$ cat src/rtl/edge_stat_sampler.sv
// edge_stat_sampler
//   Counts rising edges on a bank of asynchronous, idle-high serial lines.
//   Each channel keeps two counters. The raw counter counts every low-to-high
//   transition of the synchronized line. The qualified counter counts only
//   episodes where the line then stays high for MIN_HIGH consecutive samples.
//   One channel at a time is read out through a registered mux.
//
//   Optional feature: define EDGE_STAT_SAMPLER_SATURATE_EN to make the
//   counters stop at all-ones. Without it they wrap to zero. In both builds
//   the sticky overflow flag is set.
//
// Parameters
//   CHANNELS   number of rx lines (1..16)
//   MIN_HIGH   consecutive high samples that qualify an edge (>= 2)
//   CNT_W      width of every event counter
//
// Ports
//   clock      sole clock, rising edge
//   reset      asynchronous, active-high reset
//   rx         asynchronous serial lines, idle high
//   clear      synchronous pulse; zeroes all counters and overflow flags
//   sel        channel select for readout; values >= CHANNELS read as 0
//   raw_count  raw rising-edge count of the selected channel (1-clock latency)
//   qual_count qualified-edge count of the selected channel (1-clock latency)
//   overflow   sticky overflow flag of the selected channel (1-clock latency)

module edge_stat_sampler #(
  parameter int CHANNELS = 4,
  parameter int MIN_HIGH = 256,
  parameter int CNT_W    = 12
) (
  input  logic                clock,
  input  logic                reset,
  input  logic [CHANNELS-1:0] rx,
  input  logic                clear,
  input  logic [3:0]          sel,
  output logic [CNT_W-1:0]    raw_count,
  output logic [CNT_W-1:0]    qual_count,
  output logic                overflow
);

  localparam int RUN_W = $clog2(MIN_HIGH + 1);
  localparam logic [RUN_W-1:0] RUN_MAX  = RUN_W'(MIN_HIGH);
  localparam logic [RUN_W-1:0] RUN_PRE  = RUN_W'(MIN_HIGH - 1);
  localparam logic [CNT_W-1:0] CNT_ONES = '1;

  logic [CHANNELS-1:0] sync_meta;
  logic [CHANNELS-1:0] sync_s;
  logic [CHANNELS-1:0] prev;
  logic [CHANNELS-1:0] raw_det;
  logic [CHANNELS-1:0] qual_det;
  logic [CHANNELS-1:0] raw_evt;
  logic [CHANNELS-1:0] qual_evt;
  logic [RUN_W-1:0]    run      [CHANNELS];
  logic [CNT_W-1:0]    raw_cnt  [CHANNELS];
  logic [CNT_W-1:0]    qual_cnt [CHANNELS];
  logic [CHANNELS-1:0] ovf;

  logic [CNT_W-1:0]    sel_raw;
  logic [CNT_W-1:0]    sel_qual;
  logic                sel_ovf;

  // A qualified edge is the sample that moves run from MIN_HIGH-1 to
  // MIN_HIGH. Because run holds at MIN_HIGH, each high episode yields at most
  // one qualified edge.
  always_comb begin
    raw_det  = ~prev & sync_s;
    qual_det = '0;
    for (int i = 0; i < CHANNELS; i++) begin
      qual_det[i] = sync_s[i] && (run[i] == RUN_PRE);
    end
  end

  // Reset presets the synchronizers, prev and run to the idle-high value.
  // As a result, a line that is already high when reset is released produces
  // no event until it has been seen low. Any partial run is also discarded.
  always_ff @(posedge clock or posedge reset) begin
    if (reset) begin
      sync_meta <= '1;
      sync_s    <= '1;
      prev      <= '1;
      raw_evt   <= '0;
      qual_evt  <= '0;
      for (int i = 0; i < CHANNELS; i++) begin
        run[i] <= RUN_MAX;
      end
    end else begin
      sync_meta <= rx;
      sync_s    <= sync_meta;
      prev      <= sync_s;
      raw_evt   <= raw_det;
      qual_evt  <= qual_det;
      for (int i = 0; i < CHANNELS; i++) begin
        if (!sync_s[i]) begin
          run[i] <= '0;
        end else if (run[i] != RUN_MAX) begin
          run[i] <= run[i] + RUN_W'(1);
        end
      end
    end
  end

  function automatic logic [CNT_W-1:0] bump(input logic [CNT_W-1:0] v);
`ifdef EDGE_STAT_SAMPLER_SATURATE_EN
    return (v == CNT_ONES) ? v : v + CNT_W'(1);
`else
    return v + CNT_W'(1);
`endif
  endfunction

  // clear zeroes the counters and the overflow flags only. The line-tracking
  // state is left alone, so clear never invents or loses a future edge. An
  // increment that lands on the same edge as clear is dropped.
  always_ff @(posedge clock or posedge reset) begin
    if (reset) begin
      ovf <= '0;
      for (int i = 0; i < CHANNELS; i++) begin
        raw_cnt[i]  <= '0;
        qual_cnt[i] <= '0;
      end
    end else if (clear) begin
      ovf <= '0;
      for (int i = 0; i < CHANNELS; i++) begin
        raw_cnt[i]  <= '0;
        qual_cnt[i] <= '0;
      end
    end else begin
      for (int i = 0; i < CHANNELS; i++) begin
        if (raw_evt[i]) begin
          raw_cnt[i] <= bump(raw_cnt[i]);
        end
        if (qual_evt[i]) begin
          qual_cnt[i] <= bump(qual_cnt[i]);
        end
        if ((raw_evt[i] && (raw_cnt[i] == CNT_ONES)) ||
            (qual_evt[i] && (qual_cnt[i] == CNT_ONES))) begin
          ovf[i] <= 1'b1;
        end
      end
    end
  end

  // Out-of-range selects match no channel and read as zero.
  always_comb begin
    sel_raw  = '0;
    sel_qual = '0;
    sel_ovf  = 1'b0;
    for (int i = 0; i < CHANNELS; i++) begin
      if (sel == 4'(i)) begin
        sel_raw  = raw_cnt[i];
        sel_qual = qual_cnt[i];
        sel_ovf  = ovf[i];
      end
    end
  end

  always_ff @(posedge clock or posedge reset) begin
    if (reset) begin
      raw_count  <= '0;
      qual_count <= '0;
      overflow   <= 1'b0;
    end else begin
      raw_count  <= sel_raw;
      qual_count <= sel_qual;
      overflow   <= sel_ovf;
    end
  end

endmodule

$ cat config.mk
export PLATFORM = sky130hd
export DESIGN_NAME = edge_stat_sampler
export DESIGN_NICKNAME = d
export VERILOG_FILES = /design/src/rtl/edge_stat_sampler.sv
export SDC_FILE = /design/constraint.sdc
export NUM_CORES = 1
export LEC_CHECK = 0
export CORE_MARGIN = 2
export CORE_UTILIZATION = 40
export DETAILED_ROUTE_END_ITERATION = 10
export HOLD_SLACK_MARGIN = 0.12
export PLACE_DENSITY_LB_ADDON = 0.15
export SYNTH_ARGS = -nofsm -noshare
export SYNTH_HDL_FRONTEND = slang
export SYNTH_SLANG_ARGS = --single-unit
$ cat constraint.sdc
create_clock -name clock -period 8.65 [get_ports clock]
set_input_delay 1.73 -clock clock [delete_from_list [all_inputs] [get_ports clock]]
set_output_delay 1.73 -clock clock [all_outputs]
set_load 0.01 [all_outputs]
==> results of run 1 <==
-- report_power, final --
part	switching (mW)	internal [mW]	total [mW]
Combinational	0.0418	0.0236	0.0655
Clock	0.316	0.515	0.832
Sequential	0.0132	0.860	0.873
-- metrics by stage --
step | hold slack (ps) | utilization (%) | setup WS (ps)
2_1_floorplan | 345 | - | 2030
3_3_place_gp | 347 | 43.8 | 4720
3_5_place_dp | 348 | 43.8 | 4650
4_1_cts | 358 | 46.8 | 5090
5_1_grt | 359 | 46.8 | 4880
6_report | 357 | 46.8 | 5240
-- state kept, by name (all words and copies together), names as in the netlist --
register / flops
qual_cnt: 48
raw_cnt: 48
run: 36
qual_count: 12
raw_count: 12
ovf: 4
prev: 4
qual_evt: 4
raw_evt: 4
sync_meta: 4
sync_s: 4
overflow: 1
-- cell families after synthesis --
| family | synth area share (%) |
|---|---|
| xor gates and xnor gates | 10.2 |
| muxes | 7.89 |
| DFF | 52.4 |
| buffers and inverters | 2.64 |
| adders and majority gates | 2.88 |
| and+or+nand+nor | 21.6 |
| AOI/OAI and AO/OA | 2.39 |
-- worst max-delay path: cells and delay by family --
kind     cells  cell delay (ps)
buf+inv      3             1980
-- placed cells by master, fill, tap and decap left out, drive strengths merged, types with 9 or more instances in the layout --
| cell type | synthesis | routed |
|---|---|---|
| ha | 20 | 20 |
| a21oi | 12 | 12 |
| nor2 | 105 | 105 |
| nand2 | 34 | 34 |
| clkbuf | 18 | 24 |
| dfrtp | 165 | 165 |
| xor2 | 42 | 42 |
| dfstp | 16 | 16 |
| inv | 23 | 23 |
| nor2b | 33 | 33 |
| xnor2 | 59 | 59 |
| clkdlybuf4s50 | 0 | 34 |
| and3 | 21 | 21 |
| o21ai | 10 | 10 |
| nor4 | 11 | 11 |
| mux2i | 11 | 11 |
| mux4 | 25 | 25 |
| nand4 | 33 | 33 |
| and2 | 32 | 32 |
| nor3 | 17 | 17 |
| nand3 | 35 | 35 |
| a21boi | 9 | 9 |
-- worst paths after layout --
| check | slack (ps) | cells past startpoint | to | from |
|---|---|---|---|---|
| max in group clock | 5550 | 1 | raw_count[0] | raw_count[0] |
| hold reg to reg | 360 | 0 | sync_s[3] | sync_meta[3] |
| min in group asynchronous | 1880 | 2 | run[2] | reset |
| setup reg to reg | 6840 | 5 | ovf[1] | raw_cnt[24] |
| hold / removal | 360 | 0 | sync_s[3] | sync_meta[3] |
| setup / recovery | 5240 | 3 | raw_cnt[23] | reset |
-- metal layers --
layer / vias to the layer above / wire, µm / global-route usage [%] / share of wire (%)
met4: 0 / 158 / 4.21 / 0.91
met3: 11 / 609 / 3.34 / 3.5
met5: - / 0 / 0 / 0
met1: 2840 / 8240 / 22.5 / 47
met2: 90 / 8370 / 26.5 / 48
li1: 2718 / - / - / -
-- layout make-up --
class | count | area [µm²] | share of cell area [%]
clock buffer | 24 | 492 | 4.96
clock inverter | 8 | 148 | 1.49
inverter | 23 | 91.3 | 0.922
multi-input combinational | 543 | 3900 | 39.4
sequential | 181 | 4550 | 45.9
tap | 275 | 344 | 3.47
timing repair buffer | 40 | 383 | 3.87
==> impl.org, run 1 <==
** STA
- Final setup viols :: 0
- The final count of pins violating max slew was 0.
- Setup repair after global routing missed its margin :: no
- Clock skew :: 11.5 ps
- The worst pin sits at a relative slew slack of 29.0%.
- Fmax :: just under 300 MHz
- Dividing the final minimum period by the clock period gives 39.4%.
- At the pin with the least slew margin, the transition time is 1070 ps.
- After routing, the total negative slack on setup checks comes to 0 ps.
- The number of hold violations in the final report was 0.
- The routed design could run at a clock period as short as approximately 3400 ps.

** Setup path
- Critical Path, Cell by Cell :: clkdlybuf4s50_1, inv_6, buf_4
- In this design, the stage delay of the slowest critical-path cell is roughly 850 ps.
- Kind of critical path :: in -> async
- Crit path capture type :: asynchronous set/reset pin
- Along the worst path, the maximum fanout reaches 107.
- Data on the critical path arrives at its endpoint at ~3800 ps.
- Critical-path cell with the highest stage delay :: buf_4
- CP required :: 9060 ps
- The worst setup path is launched from an input port.

** Power
- The analysis attributes to cell leakage a power of 4.21 nW.
- Power density over the cells :: 179 mW/mm²
- Final Power :: approximately 1.8 mW
- Across the VDD grid, the largest voltage drop is roughly 0.00012 V.

** Clock network
- CTS-repair resized insts :: 0
- No sink is reached through more buffers than the 2 on the longest clock path.
- After clock tree synthesis, the clock-pin slew on the worst setup and hold paths is 60 ps.
- Count of clock tree sinks :: 181
- The H-tree generated during clock tree synthesis spans 4 levels.
- CTS placed an instance of clkbuf_16 at the clock tree root.
- The later pin in the worst-skew pair is clocked with a latency of 430 ps.
- In this run, CTS created clock tree buffers numbering 17.
- Setup fix buffers added after clock tree synthesis :: 0
- Number of buffers inserted by hold repair at cts :: 0
- Clock tree from TritonCTS :: done

** Routing
- DRC violation total after the first TritonRoute iteration :: 305
- The pre-antenna-repair detailed-routing pass consisted of 4 iterations.
- Total detailed-routing wirelength :: 17,400 µm
- Via Count :: 5,659
- After detailed routing, the number of vias per cell comes to 5.17.
- In the routed design, unresolved DRC markers number 0.
- Routed length per instance :: 15.9 µm
- Number of routed nets with antenna violations :: 0

** Logic synthesis
- Synth area leaders :: dfrtp_1 48%, mux4_2 6.5%, xnor2_1 6.0%
- In this run the biggest area consumer among cell types represents between 40 and 50% of the synthesized area.
- Of all flip-flops after synthesis, the portion carrying an async set or reset was between 90% and 100%.
- Post-synth top area cell :: dfrtp_1
- Counting distinct cell types in the post-synthesis netlist gives 40.
- Synth Cell Area :: 0.00868 mm²
- Synth Net Count :: ~800
- The commonest cells after synthesis are 165 x dfrtp_1, 105 x nor2_1, 59 x xnor2_1, 42 x xor2_1, 35 x nand3_1.
- The most common cell in the synthesized netlist is dfrtp_1.
- A synthesized cell averages 11.2 µm².
- Synthesis handed over a netlist of 776 instances.
- Register area share after synthesis :: 52.4%
- Most common flop cell mapped by yosys :: dfrtp_1
- Number of synthesis warnings :: 0
- Synthesized flop and latch total :: between 150 and 200
- The synthesized design contains 0 enable-type register cells.

** Finish
- Fill cells in the final layout number about 1,900.
- Fraction of final layout cells with drive strength greater than 1 :: 10.7%
- Excluding fillers, the count of instances in the completed layout stands at 1,094.
- Relative to the synthesized area, the layout overhead comes to 14.2%.
- Number of diodes added for antenna fixing :: 0
- NumNets Final :: 837
- Once layout is done, the placed cells without fillers occupy 0.00991 mm².

** GRT
- Summed over all layers, the global routing overflow is 0.
- Global-route wire length before repair :: approximately 29,000 µm
- Vias in the first global route :: 5,622
- Number of antenna violations at the first check in global routing :: 0
- For this run, the total global-route usage over all layers was measured as 16.3%.
- Entering global routing, the biggest net connects 108 pins.

** Floorplanning
- During I/O placement, the number of pins put on the boundary was 36.
- Core region area :: 0.0212 mm²
- The floorplan step set the die height to 151 µm.
- Once the floorplan was initialized, standard cells occupied 41.0% of the core.
- Standard-cell row count :: 53
- Horizontal extent of the die :: approximately 150 µm
- The die covers 0.0229 mm².

** Placed design
- In this run the tool buffered the top-level ports with 35 buffer cells.
- Weighted congestion at the end of routability-driven global placement :: about 0.8
- Area after detailed placement :: ~0.0093 mm²
- Placed instance count :: 1,062
- Half-perimeter wire length of the detailed placement result :: 11,900 µm

** Run
- The tool flagged a number of max-cap violations equal to 0.

** Outcome
- The flow ran to the end, and the final reports show no timing, DRC or antenna violations.

** Min path
- The tightest min-delay check is of the reg -> reg type.
(Power assumes the default switching activity.)
==> run 2: changes to the inputs <==
clock period = 3.6 ns   (was 8.65 ns; I/O delays follow)
==> impl.org, run 2 (synthesis results as in run 1) <==
** Outcome
- Status :: complete, no violations

** Routing
- In this run the top signal layer used is met4.
- Wire length on met1 :: 8480 µm
- The count of nets left with antenna violations once routing finished came out at 0.
- Total detailed-routing wirelength :: ~18,000 µm
- Detailed-router iteration count before antenna repair :: 5
- Vias per cell :: between 5 and 6
- Met2 routed WL :: between 8000 and 9000 µm
- Routed length per instance :: 16.2 µm
- After detailed routing, the number of remaining DRC violations is 0.
- DRC violation total after the first TritonRoute iteration :: about 310
- Via Count :: 5,667
- DR WL met3 :: 480 µm

** Clock network
- After clock tree synthesis, the repair step resized 0 gates.
- Maximum level of the CTS H-tree :: 4
- Clock-pin slew was measured on the worst setup and hold paths at approximately 70 ps.
- Setup fix buffers added after clock tree synthesis :: 0
- Clock tree synthesis selected as its root buffer the cell clkbuf_16.
- The clock net in this run drives a total of roughly 180 sinks.
- Cts bufs inserted :: 17
- Number of buffers inserted by hold repair at cts :: 0
- TritonCTS built the clock tree.
- The later pin in the worst-skew pair is clocked with a latency of around 420 ps.
- Largest buffer count on any clock path :: 2

** STA
- Fmax :: around 460 MHz
- Max-slew violations :: 0
- Clock skew :: 8.14 ps
- Hold violation total from the final report :: 0
- Worst Tran Pin Value :: approximately 790 ps
- Setup repair after global routing left no endpoint under its margin.
- The worst pin sits at a relative slew slack of roughly 47%.
- Setup Total Neg Slack :: 0 ps
- Worst hold margin :: 356 ps
- Setup violations remaining at the end of the flow were counted as 0.
- Of the available clock period, the critical path in the final layout requires 60.8%.
- Min Clock Period, post-route :: approximately 2200 ps

** Finish
- Synth-to-Final Area Change :: 14.5%
- The top cell types in the final layout, fill and taps aside, are 165 x dfrtp_1, 105 x nor2_1, 59 x xnor2_1.
- Number of diodes added for antenna fixing :: 0
- Leaving out fill and tap cells, the most frequent cell in the layout is dfrtp_1.
- The net count of the finished layout is 841.
- Largest registers ranked by flip-flop count :: qual_cnt: 48 flops, raw_cnt: 48 flops, run: 36 flops
- The post-route netlist has around 11% of its cells at a drive strength greater than 1.

** Floorplanning
- The die is 151 µm tall.
- Number of primary I/O pins :: 36
- The total area inside the core boundary comes to 0.0212 mm².
- The floorplan has 53 rows.
- Once the floorplan was initialized, standard cells occupied 41.0% of the core.
- The die is 151 µm wide.
- Die area :: 0.0229 mm²

** Setup path
- CP max FO :: 12
- Crit path capture type :: register
- Data arrives at the worst endpoint at approximately 2500 ps.
- CP required :: between 3000 and 4000 ps
- Kind of critical path :: in -> reg
- Critical Path Start Type :: input port

** Placed design
- Port Buf Inserts :: 35
- Once detailed placement completed, the half-perimeter wirelength came to between 10,000 and 15,000 µm.
- The congestion estimate from routability-driven global placement came to 0.800.

** Min path
- Class of the tightest hold or removal check :: reg -> reg

** Power
- Worst voltage drop across the vdd grid :: 0.000264 V
- For this design the static power due to leakage is 4.22 nW.
- Power density over the cells :: 422 mW/mm²

** GRT
- The number of global-route vias before repair came to approximately 5,800.
- Entering global routing, the biggest net connects 102 pins.
- Number of antenna violations at the first check in global routing :: 0
- Global-route wire length before repair :: ~30,000 µm
- The total overflow left after global routing is 0.
- Global-route usage over all layers :: 17.2%

** Run
- Number of max-cap violations :: 0
-- run 2: changes by cell type in the layout (fill, tap and decap cells not counted), sizes merged --
| cell | change |
|---|---|
| buf | +4 |
| bufinv | -1 |
| clkinvlp | +2 |
| inv | -1 |
-- run 2: metal layers --
layer  vias to the layer above  global-route usage [%]
met2                        75                    27.5
met1                      2862                    23.9
li1                       2715                       -
met5                         -                       0
met3                        15                    3.10
met4                         0                    5.00
-- run 2: layout make-up --
type                    instances  area (µm²)
fillers                      1905       11200
multi-input cells             543        3900
clock buffers                  24         492
repair buffers                 44         438
clock inverters                 8         121
inverters                      23        90.1
well taps                     275         344
flip-flops and latches        181        4550
-- run 2: stage by stage --
stage	cells	total power, mW	area (µm²)	util [%]	worst slack [ps]
final	1098	4.19	9930	47.0	1410
after global placement	1066	2.30	9320	44.1	979
after floorplan	776	2.25	8680	-	570
after CTS	1098	4.25	9930	47.0	1420
after detailed placement	1066	2.31	9320	44.1	970
after global routing	1098	4.36	9930	47.0	1300
-- run 2: final timing paths --
kind / start / end / slack (ps) / depth (start not counted)
max: sel[1] / qual_count[1] / 1410 / 4
min: sync_meta[0] / sync_s[0] / 360 / 0
max reg2reg: raw_cnt[24] / ovf[1] / 1830 / 5
min reg2reg: sync_meta[0] / sync_s[0] / 360 / 0
max in group asynchronous: reset / prev[2] / 2010 / 3
min in group asynchronous: reset / run[4] / 690 / 2
-- run 2: worst max-delay path: stages --
cell             delay [ps]
clkdlybuf4s50_1         980
buf_4                   330
mux4_2                  310
nor2b_1                 140
-- run 2: power by group --
| part | total, mW | internal [mW] | leakage (nW) | switching (mW) |
|---|---|---|---|---|
| clock network | 1.93 | 1.17 | 0.300 | 0.760 |
| logic | 0.165 | 0.0627 | 1.47 | 0.102 |
| registers | 2.10 | 2.07 | 2.46 | 0.0324 |
==> run 3: changes to the inputs <==
clock period = 1.85 ns   (was 3.6 ns; I/O delays follow)
==> impl.org, run 3 (synthesis results as in run 1) <==
** Outcome
- Status :: complete, no violations

** Routing
- After the first detailed-routing iteration, the DRC count stood at between 300 and 400.
- Total detailed-routing wirelength :: between 15,000 and 20,000 µm
- The first TritonRoute pass finished after 4 iterations.
- In the final routed layout, each cell accounts on average for 16.0 µm.
- The detail route stage leaves a number of antenna-violating nets equal to 0.
- Vias per cell :: between 5 and 6
- The routed layout has 5,727 vias.
- After detailed routing, the number of remaining DRC violations is 0.

** Finish
- The finished layout holds 1,113 standard cells, fillers aside.
- The largest registers in the layout are qual_cnt: 48 flops, raw_cnt: 48 flops, run: 36 flops.
- Post-Layout Inst Area :: between 0.01 and 0.015 mm²
- Filler cell count in the final layout :: approximately 1,900
- Number of diodes added for antenna fixing :: 0
- The library cell used most frequently in the layout, excluding fill and tap cells, is dfrtp_1.
- Synth-to-Final Area Change :: 16.3%
- At the end of the flow, the number of nets in the layout was 856.
- Of the cells placed in the final design, the portion with a size suffix greater than 1 is roughly an eighth.
- In the layout the commonest cells are 165 x dfrtp_1, 105 x nor2_1, 59 x xnor2_1.

** Power
- Registers are responsible for between 50% and 60% of the overall power.
- Static power due to leakage :: 4.31 nW
- Switching power of the nets :: 1.80 mW
- Combinational logic is responsible for 4.5% of the overall power.
- Of the total power, the clock network draws 45.0%.
- Internal power comes to around 6.3 mW.
- Final Power :: just over 8 mW
- Across the VDD grid, the largest voltage drop is approximately 0.00053 V.
- In this run switching power makes up 22.3% of total power.
- Power density over the cells :: 800 mW/mm²

** Floorplanning
- The die is 151 µm wide.
- Die area :: 0.0229 mm²
- Number of primary I/O pins :: 36
- Starting density of the core :: 41.0%
- Die extent in y :: 151 µm
- Standard-cell row count :: 53
- The total area inside the core boundary comes to 0.0212 mm².

** Run
- Across the run, the number of max-cap violations was 0.

** Clock network
- Cts bufs inserted :: 17
- Number of buffers inserted by hold repair at cts :: 0
- Insertion delay of the later-clocked pin in the worst-skew pair :: 430 ps
- The clock net in this run drives a total of 181 sinks.
- Largest buffer count on any clock path :: 2
- CTS-repair resized insts :: 0
- After clock tree synthesis, the setup repair step added 0 buffers.
- Clock input transition at the sequential cells of the worst setup and hold paths :: 70 ps
- TritonCTS built the clock tree.
- Maximum level of the CTS H-tree :: 4
- The root buffer cell chosen for the clock tree is clkbuf_16.

** Placed design
- Half-perimeter wire length of the detailed placement result :: 12,800 µm
- Area after detailed placement :: 0.00950 mm²
- Counting tap cells, the placed design contains a total of 1,081 instances.
- Weighted congestion at the end of routability-driven global placement :: between 0.7 and 0.8
- Port Buf Inserts :: 35

** STA
- Worst Tran Pin Value :: 514 ps
- Final period util :: 93.6%
- Hold violation total from the final report :: 0
- Across the routed clock network, the largest skew measured is 10.4 ps.
- For this run, the top clock speed supported by timing is 577 MHz.
- The final count of pins violating max slew was 0.
- Setup Total Neg Slack :: 0 ps
- Setup violations remaining at the end of the flow were counted as 0.
- Slew HR :: 65.3%
- Min Clock Period, post-route :: 1730 ps
- Setup repair after global routing left no endpoint under its margin.

** GRT
- Number of antenna violations at the first check in global routing :: 0
- Remaining global-route overflow :: 0
- For this run, the total global-route usage over all layers was measured as 16.9%.
- The first global-routing pass estimated 30,100 µm of wire.
- The number of global-route vias before repair was 5,804.
- Entering global routing, the biggest net connects 42 pins.

** Setup path
- Crit path capture type :: output port
- CP bufs+invs :: 1
- Critical path's top delay family :: buffers and inverters
- The critical path goes through clkdlybuf4s50_1.
- Delay of the slowest cell on the worst path :: 550 ps
- At the worst endpoint, the required time is 1480 ps.
- The worst setup path is launched from a register.
- The slowest stage of the critical path is the clkdlybuf4s50_1 cell.
- By startpoint and endpoint, the worst setup path is classified as reg -> out.
- Along the worst path, the maximum fanout reaches 1.
- At the worst endpoint, the arrival time is approximately 1400 ps.

** Min path
- Class of the tightest hold or removal check :: in -> async
run 3: worst paths after layout:
| kind | startpoint | endpoint | slack, ps | cells after the start |
|---|---|---|---|---|
| setup reg to reg | raw_cnt[24] | ovf[1] | 180 | 6 |
| hold / removal | reset | run[12] | 240 | 2 |
| setup / recovery | raw_count[0] | raw_count[0] | 120 | 1 |
| min in group clock | clear | raw_cnt[46] | 330 | 2 |
| hold reg to reg | sync_meta[2] | sync_s[2] | 360 | 0 |
| max in group asynchronous | reset | qual_count[11] | 980 | 4 |
run 3: power groups by stage:
stage	Combinational, mW	Clock (mW)	Sequential, mW
global route	0.409	3.91	4.08
CTS	0.374	3.72	4.08
global placement	0.359	0	4.15
detailed placement	0.370	0	4.15
finish	0.360	3.64	4.08
floorplan	0.247	0	4.13
run 3: final cells by class:
| type | instances | area, µm² | area share [%] |
|---|---|---|---|
| clock inverters | 11 | 125 | 1.24 |
| inverters | 23 | 90.1 | 0.893 |
| repair buffers | 59 | 613 | 6.08 |
| clock buffers | 21 | 470 | 4.66 |
| flip-flops and latches | 181 | 4550 | 45.1 |
| well taps | 275 | 344 | 3.41 |
| multi-input cells | 543 | 3900 | 38.6 |
run 3: metrics by stage:
stage / utilization (%) / hold slack [ps] / setup WS, ps
after CTS: 47.7 / 240 / 105
after floorplan: - / 345 / -830
final: 47.7 / 244 / 118
after global placement: 44.9 / 346 / -25.9
after detailed placement: 44.9 / 347 / -56.5
after global routing: 47.7 / 249 / 28.8
run 3: routing by layer:
metal	share of wire [%]	track usage [%]	vias up
li1	-	-	2751
met1	48	23.5	2876
met2	47	27.2	83
met3	2.8	3.07	17
met4	1.5	5.28	0
met5	0	0	-
